File: src/rtl/keypad_pkg.sv
// Shared types and constants for the launchpad keypad scanner.
// key_map turns a matrix (row, column) position into the key code.
package keypad_pkg;

  localparam int unsigned KEY_CODE_W = 4;
  localparam int unsigned NUM_ROWS   = 4;
  localparam int unsigned NUM_COLS   = 3;

  localparam logic [KEY_CODE_W-1:0] KEY_HASH = 4'd10;
  localparam logic [KEY_CODE_W-1:0] KEY_STAR = 4'd11;

  typedef enum logic [1:0] {
    CLS_NONE,
    CLS_KEY,
    CLS_MULTI
  } frame_cls_e;

  function automatic logic [KEY_CODE_W-1:0] key_map(input int unsigned r, input int unsigned c);
    logic [KEY_CODE_W-1:0] code;
    if (r < NUM_ROWS - 1)  code = KEY_CODE_W'(3 * r + c + 1);
    else if (c == 0)       code = KEY_STAR;
    else if (c == 1)       code = '0;
    else                   code = KEY_HASH;
    return code;
  endfunction

endpackage

File: src/rtl/keypad_scanner_if.sv
// Matrix drive/sense and debounced key outputs of the keypad scanner.
// master = scanner side, slave = matrix/consumer side.
interface keypad_scanner_if;
  import keypad_pkg::*;

  logic [NUM_ROWS-1:0]   row_in;
  logic [NUM_COLS-1:0]   col_out;
  logic [KEY_CODE_W-1:0] key_code;
  logic                  key_valid;
  logic                  key_press;
  logic                  key_release;

  modport master (
    input  row_in,
    output col_out, key_code, key_valid, key_press, key_release
  );

  modport slave (
    output row_in,
    input  col_out, key_code, key_valid, key_press, key_release
  );
endinterface

File: src/rtl/keypad_debounce.sv
// Frame-level debouncer: candidate/count/stable registers plus registered
// key outputs and single-cycle press/release pulses.
module keypad_debounce
  import keypad_pkg::*;
#(
  parameter int unsigned DEBOUNCE = 4
) (
  input  logic                  clk,
  input  logic                  rst,
  input  logic                  frame_valid,
  input  frame_cls_e            frame_cls,
  input  logic [KEY_CODE_W-1:0] frame_code,
  output logic [KEY_CODE_W-1:0] key_code,
  output logic                  key_valid,
  output logic                  key_press,
  output logic                  key_release
);

  localparam logic [7:0] DEB = 8'(DEBOUNCE);

  logic                  cand_key,    cand_key_nxt;
  logic [KEY_CODE_W-1:0] cand_code,   cand_code_nxt;
  logic [7:0]            count,       count_nxt;
  logic                  stable_key,  stable_key_nxt;
  logic [KEY_CODE_W-1:0] stable_code, stable_code_nxt;
  logic                  is_key, same;

  always_comb begin
    cand_key_nxt    = cand_key;
    cand_code_nxt   = cand_code;
    count_nxt       = count;
    stable_key_nxt  = stable_key;
    stable_code_nxt = stable_code;
    is_key = (frame_cls == CLS_KEY);
    same   = (is_key == cand_key) && (!is_key || (frame_code == cand_code));
    // MULTI frames are dropped entirely: candidate and count are untouched.
    if (frame_valid && (frame_cls != CLS_MULTI)) begin
      if (same) begin
        if (count != DEB) count_nxt = count + 8'd1;
      end else begin
        cand_key_nxt  = is_key;
        cand_code_nxt = frame_code;
        count_nxt     = 8'd1;
      end
    end
    if ((count_nxt == DEB) &&
        ((cand_key_nxt != stable_key) || (cand_key_nxt && (cand_code_nxt != stable_code)))) begin
      stable_key_nxt  = cand_key_nxt;
      stable_code_nxt = cand_code_nxt;
    end
  end

  always_ff @(posedge clk or posedge rst) begin
    if (rst) begin
      cand_key    <= 1'b0;
      cand_code   <= '0;
      count       <= '0;
      stable_key  <= 1'b0;
      stable_code <= '0;
      key_code    <= '0;
      key_valid   <= 1'b0;
      key_press   <= 1'b0;
      key_release <= 1'b0;
    end else begin
      cand_key    <= cand_key_nxt;
      cand_code   <= cand_code_nxt;
      count       <= count_nxt;
      stable_key  <= stable_key_nxt;
      stable_code <= stable_code_nxt;
      // Outputs trail the stable state by one cycle; comparing against the
      // registered outputs yields exactly one pulse per stable change.
      key_press   <= stable_key && (!key_valid || (key_code != stable_code));
      key_release <= !stable_key && key_valid;
      key_valid   <= stable_key;
      if (stable_key) key_code <= stable_code;
    end
  end

endmodule

File: src/rtl/keypad_scanner.sv
// 4x3 keypad scanner: row synchroniser, column rotation, frame accumulation
// and classification feeding the debouncer.
module keypad_scanner
  import keypad_pkg::*;
#(
  parameter int unsigned SCAN_DIV = 1000,
  parameter int unsigned DEBOUNCE = 4
) (
  input  logic              clk,
  input  logic              rst,
  keypad_scanner_if.master  kp
);

  localparam int unsigned SLOT_W = $clog2(SCAN_DIV);
  localparam int unsigned FRAME_W = NUM_ROWS * NUM_COLS;

  logic [NUM_ROWS-1:0]   row_s1, row_s2;
  logic [SLOT_W-1:0]     slot;
  logic [1:0]            col_idx;
  logic [FRAME_W-1:0]    acc, acc_next;
  logic                  sample, frame_valid;
  logic [3:0]            ones;
  logic [KEY_CODE_W-1:0] frame_code;
  frame_cls_e            frame_cls;

  assign sample      = (slot == SLOT_W'(SCAN_DIV - 1));
  assign frame_valid = sample && (col_idx == 2'd2);

  always_ff @(posedge clk or posedge rst) begin
    if (rst) begin
      row_s1     <= '0;
      row_s2     <= '0;
      slot       <= '0;
      col_idx    <= '0;
      acc        <= '0;
      kp.col_out <= 3'b001;
    end else begin
      row_s1 <= kp.row_in;
      row_s2 <= row_s1;
      if (sample) begin
        slot       <= '0;
        col_idx    <= (col_idx == 2'd2) ? 2'd0 : col_idx + 2'd1;
        kp.col_out <= {kp.col_out[1:0], kp.col_out[2]};
        acc        <= acc_next;
      end else begin
        slot <= slot + SLOT_W'(1);
      end
    end
  end

  // Column 0 starts a fresh frame; bit index is col*NUM_ROWS + row.
  always_comb begin
    acc_next = (col_idx == 2'd0) ? '0 : acc;
    acc_next[int'(col_idx) * NUM_ROWS +: NUM_ROWS] = row_s2;
  end

  always_comb begin
    ones       = '0;
    frame_code = '0;
    for (int unsigned i = 0; i < FRAME_W; i++) begin
      if (acc_next[i]) begin
        ones       = ones + 4'd1;
        frame_code = key_map(i % NUM_ROWS, i / NUM_ROWS);
      end
    end
    if (ones == 4'd0)      frame_cls = CLS_NONE;
    else if (ones == 4'd1) frame_cls = CLS_KEY;
    else                   frame_cls = CLS_MULTI;
  end

  keypad_debounce #(.DEBOUNCE(DEBOUNCE)) u_debounce (
    .clk         (clk),
    .rst         (rst),
    .frame_valid (frame_valid),
    .frame_cls   (frame_cls),
    .frame_code  (frame_code),
    .key_code    (kp.key_code),
    .key_valid   (kp.key_valid),
    .key_press   (kp.key_press),
    .key_release (kp.key_release)
  );

endmodule

File: src/flat_wrapper.sv
// flat-port wrapper written by rule: the top's interface ports become plain ports
module keypad_scanner_flat import keypad_pkg::*;
#(
  parameter int unsigned SCAN_DIV = 1000,
  parameter int unsigned DEBOUNCE = 4
)
  (clk, rst, kp_row_in, kp_col_out, kp_key_code, kp_key_valid, kp_key_press, kp_key_release);
  keypad_scanner_if kp_i ();
  input  logic clk;
  input  logic rst;
  input wire logic [$bits(kp_i.row_in)-1:0] kp_row_in;
  output wire logic [$bits(kp_i.col_out)-1:0] kp_col_out;
  output wire logic [$bits(kp_i.key_code)-1:0] kp_key_code;
  output wire logic [$bits(kp_i.key_valid)-1:0] kp_key_valid;
  output wire logic [$bits(kp_i.key_press)-1:0] kp_key_press;
  output wire logic [$bits(kp_i.key_release)-1:0] kp_key_release;
  assign kp_i.row_in = kp_row_in;
  assign kp_col_out = kp_i.col_out;
  assign kp_key_code = kp_i.key_code;
  assign kp_key_valid = kp_i.key_valid;
  assign kp_key_press = kp_i.key_press;
  assign kp_key_release = kp_i.key_release;
  keypad_scanner #(.SCAN_DIV(SCAN_DIV), .DEBOUNCE(DEBOUNCE)) u_core (.clk(clk), .rst(rst), .kp(kp_i));
endmodule
File: config.mk
export PLATFORM = sky130hd
export DESIGN_NAME = keypad_scanner_flat
export DESIGN_NICKNAME = d
export VERILOG_FILES = /design/src/rtl/keypad_pkg.sv /design/src/rtl/keypad_scanner_if.sv /design/src/rtl/keypad_debounce.sv /design/src/rtl/keypad_scanner.sv /design/src/flat_wrapper.sv
export SDC_FILE = /design/constraint.sdc
export NUM_CORES = 1
export LEC_CHECK = 0
export CELL_PAD_IN_SITES_DETAIL_PLACEMENT = 0
export CELL_PAD_IN_SITES_GLOBAL_PLACEMENT = 1
export CORE_MARGIN = 2
export CORE_UTILIZATION = 33
export CTS_CLUSTER_DIAMETER = 150
export DETAILED_ROUTE_END_ITERATION = 8
export PLACE_DENSITY = 0.6
export SYNTH_ARGS = -nofsm -noshare
export SYNTH_HDL_FRONTEND = slang
export SYNTH_HIERARCHICAL = 1
export SYNTH_SLANG_ARGS = --single-unit
File: constraint.sdc
create_clock -name clk -period 17.4 [get_ports clk]
set_clock_uncertainty 0.1 [all_clocks]
set_input_delay 1.74 -clock clk [delete_from_list [all_inputs] [get_ports clk]]
set_output_delay 1.74 -clock clk [all_outputs]
set_load 0.01 [all_outputs]
==> metrics.yaml <==
crit_top_cell: "ha_1"
status: "completed"
numCtsBuffers: 9
cts.clk_slew.worst_paths_ps: 50
die_y_um: 120
timing.final.crit_share: 0.652
layout_min_cycle_time_ps: 11340
cts_hold_buffers: 0
synthCells: 468
avgSynthCellArea_um2: 9.50
grt_pass1_wl_mm: 17.2
dp_slack_ps: 6100
max_freq_mhz: 88.2
drive_above_1_share: 0.135
cp_num_buf_inv: 3
timing.final.max_slew_violations: 0
p_sw_frac: 0.253
clockPowerShare: 0.461
drt_wl_total_mm: 10.1
cp_data_required_time_ps: 17500
arrival_ps: 11440
final_util: 0.384
antenna_cells: 0
end_kind: "flip-flop"
synthArstFlopShare: 1.00
dieArea_um2: 14400
relSlewSlack: 0.348
power.switching_uw: 92.3
clock_path_buffers: 2
synthFlopType: "dfrtp_1"
nets: 507
core_area_um2: 13200
synthesis.nets: 492
hold_path_class: "reg -> reg"
synth_edf_count: 0
power.internal_uw: 272
start_kind: "flip-flop"
dp_hpwl_mm: 7.61
antenna_found_initial: 0
grt_usage: 0.148
ys_types: 89
combPwrFrac: 0.150
io_buffers: 15
critical_path_class: "reg -> reg"
setup-tns-final_ps: 0
vdd_drop_max_uv: 49.8
power.total_uw: 364
critical_path.top_delay_family: "compound AO/OA/AOI/OAI gates"
grt_max_degree: 36
p_leak_uw: 0.00219
viasPerCell: 5.32
drt_iter0_drc: 237
start_util: 0.337
setup_viol: 0
ctsResizeCount: 0
rows: 42
fin_hold_ws_ps: 244
routedWlPerCell_um: 15.2
layout-area-overhead-vs-synth_pct: 13.9
drc: 0
max_slew.worst_pin.slew_ps: 977
ios: 16
post_cts_buffers: 0
htree_levels: 3
grt_overflow: 0
vias: 3533
cp_max_fo: 20
synth-seq-area-share: 0.338
p_per_area_nw_per_um2: 71.9
clock_latency_ps: 310
yosys_register_bits: 60
seqPwrFrac: 0.389
die-width_um: 120
maxCapViolCount: 0
rsz0062_at_grt: "no"
cts_tree: "built"
drtAntennaViolNets: 0
place_congestion: 0.829
cts_root_buf: "clkbuf_16"
post-route-worst-setup-slack_ps: 6060
synthesis.area_um2: 4450
cts_sinks: 60
max_stage_delay_ps: 620
ys_warn_count: 6
cp_slowest_cell: "ha_1"
dr.pass1.iters: 4
grt_pass1_vias: 3434
hold_viol_final: 0
[Yosys cell counts, types with 5 or more instances]
cell type | instances | area [µm²]
clkbuf_1 | 10 | 37.5
dfrtp_1 | 59 | 1480
nand2b_1 | 14 | 87.6
nor2b_1 | 8 | 50.1
xnor2_1 | 21 | 184
a31oi_1 | 6 | 37.5
nand2_1 | 33 | 124
o21ai_0 | 10 | 50.1
a21oi_1 | 30 | 150
inv_1 | 20 | 75.1
nor3_1 | 11 | 55.1
nand4_1 | 18 | 113
nand3_1 | 15 | 75.1
a21o_1 | 5 | 37.5
ha_1 | 18 | 225
nor4_1 | 5 | 31.3
mux2_2 | 20 | 225
and3_1 | 5 | 31.3
nor2_1 | 33 | 124
xor2_1 | 14 | 123
[worst paths after layout]
kind                                                    end              start  cells after the start  slack (ps)
max                        u_core/u_debounce/stable_code[3]  u_core/col_idx[0]                     46        6060
min                                        u_core/row_s2[1]   u_core/row_s1[1]                      0         240
max reg2reg                u_core/u_debounce/stable_code[3]  u_core/col_idx[0]                     46        6060
min reg2reg                                u_core/row_s2[1]   u_core/row_s1[1]                      0         240
max in group asynchronous     u_core/u_debounce/key_release                rst                      2       14720
min in group asynchronous              u_core/kp.col_out[1]                rst                      3        1750
[layout make-up]
| type | count | area, µm² |
|---|---|---|
| clock buffers | 13 | 270 |
| clock inverters | 3 | 20.0 |
| fillers | 1316 | 8130 |
| inverters | 22 | 85.1 |
| multi-input cells | 370 | 2780 |
| flip-flops and latches | 60 | 1500 |
| well taps | 176 | 220 |
| repair buffers | 20 | 188 |
[layout by cell type (no fill, tap or decap), drive strengths merged, types with 4 or more instances in the layout]
cell,n
dfrtp,59
nor2,34
nand2,33
a21oi,30
mux2,25
xnor2,22
inv,22
nand4,18
ha,18
nand3,16
clkdlybuf4s50,15
nand2b,14
xor2,14
clkbuf,13
o21ai,12
nor3,11
nor2b,9
a31oi,7
a21o,6
nor4,6
and3,5
buf,5
a22oi,5
or3,5
a22o,4
and2,4
nand3b,4
xnor3,4
[routing by layer]
metal | wire length, µm | track usage | share of wire | vias up
met5 | 0 | 0 | 0 | -
met3 | 278 | 0.0214 | 0.028 | 4
met2 | 4640 | 0.232 | 0.46 | 51
met1 | 5120 | 0.209 | 0.51 | 1707
li1 | - | - | - | 1771
met4 | 74 | 0.0500 | 0.0073 | 0
[power by group through the flow]
stage	combinational [µW]	clock, µW	sequential [µW]
floorplan	43.3	0	144
global placement	54.3	0	144
CTS	55.0	174	142
detailed placement	54.9	0	144
global route	62.4	180	142
finish	54.6	168	142
[cells by family after synthesis]
group                    after synthesis  share of synthesized area
AND/OR/NAND/NOR                      176                      0.226
AO/OA/AOI/OAI                        109                      0.185
buffers and inverters                 38                     0.0374
multiplexers                          27                     0.0695
flip-flops                            60                      0.338
adder cells (fa/ha/maj)               18                     0.0506
XOR/XNOR                              40                     0.0934
[sequential cells by signal, summed over array words and instances (netlist names)]
signal	cells
u_core/col_idx	2
u_core/u_debounce/stable_key	1
u_core/row_s1	4
u_core/u_debounce/cand_code	4
u_core/row_s2	4
u_core/u_debounce/key_code	4
u_core/u_debounce/key_release	1
u_core/u_debounce/cand_key	1
u_core/slot	10
u_core/u_debounce/key_valid	1
u_core/u_debounce/key_press	1
u_core/u_debounce/stable_code	4
u_core/acc	12
u_core/u_debounce/count	8
u_core/kp.col_out	3
[per-stage QoR]
stage / cells / cell area, µm²
after floorplan: 468 / 4450
after global placement: 648 / 4770
after detailed placement: 648 / 4770
after CTS: 664 / 5060
after global routing: 664 / 5060
final: 664 / 5060
(Power assumes the default switching activity.)
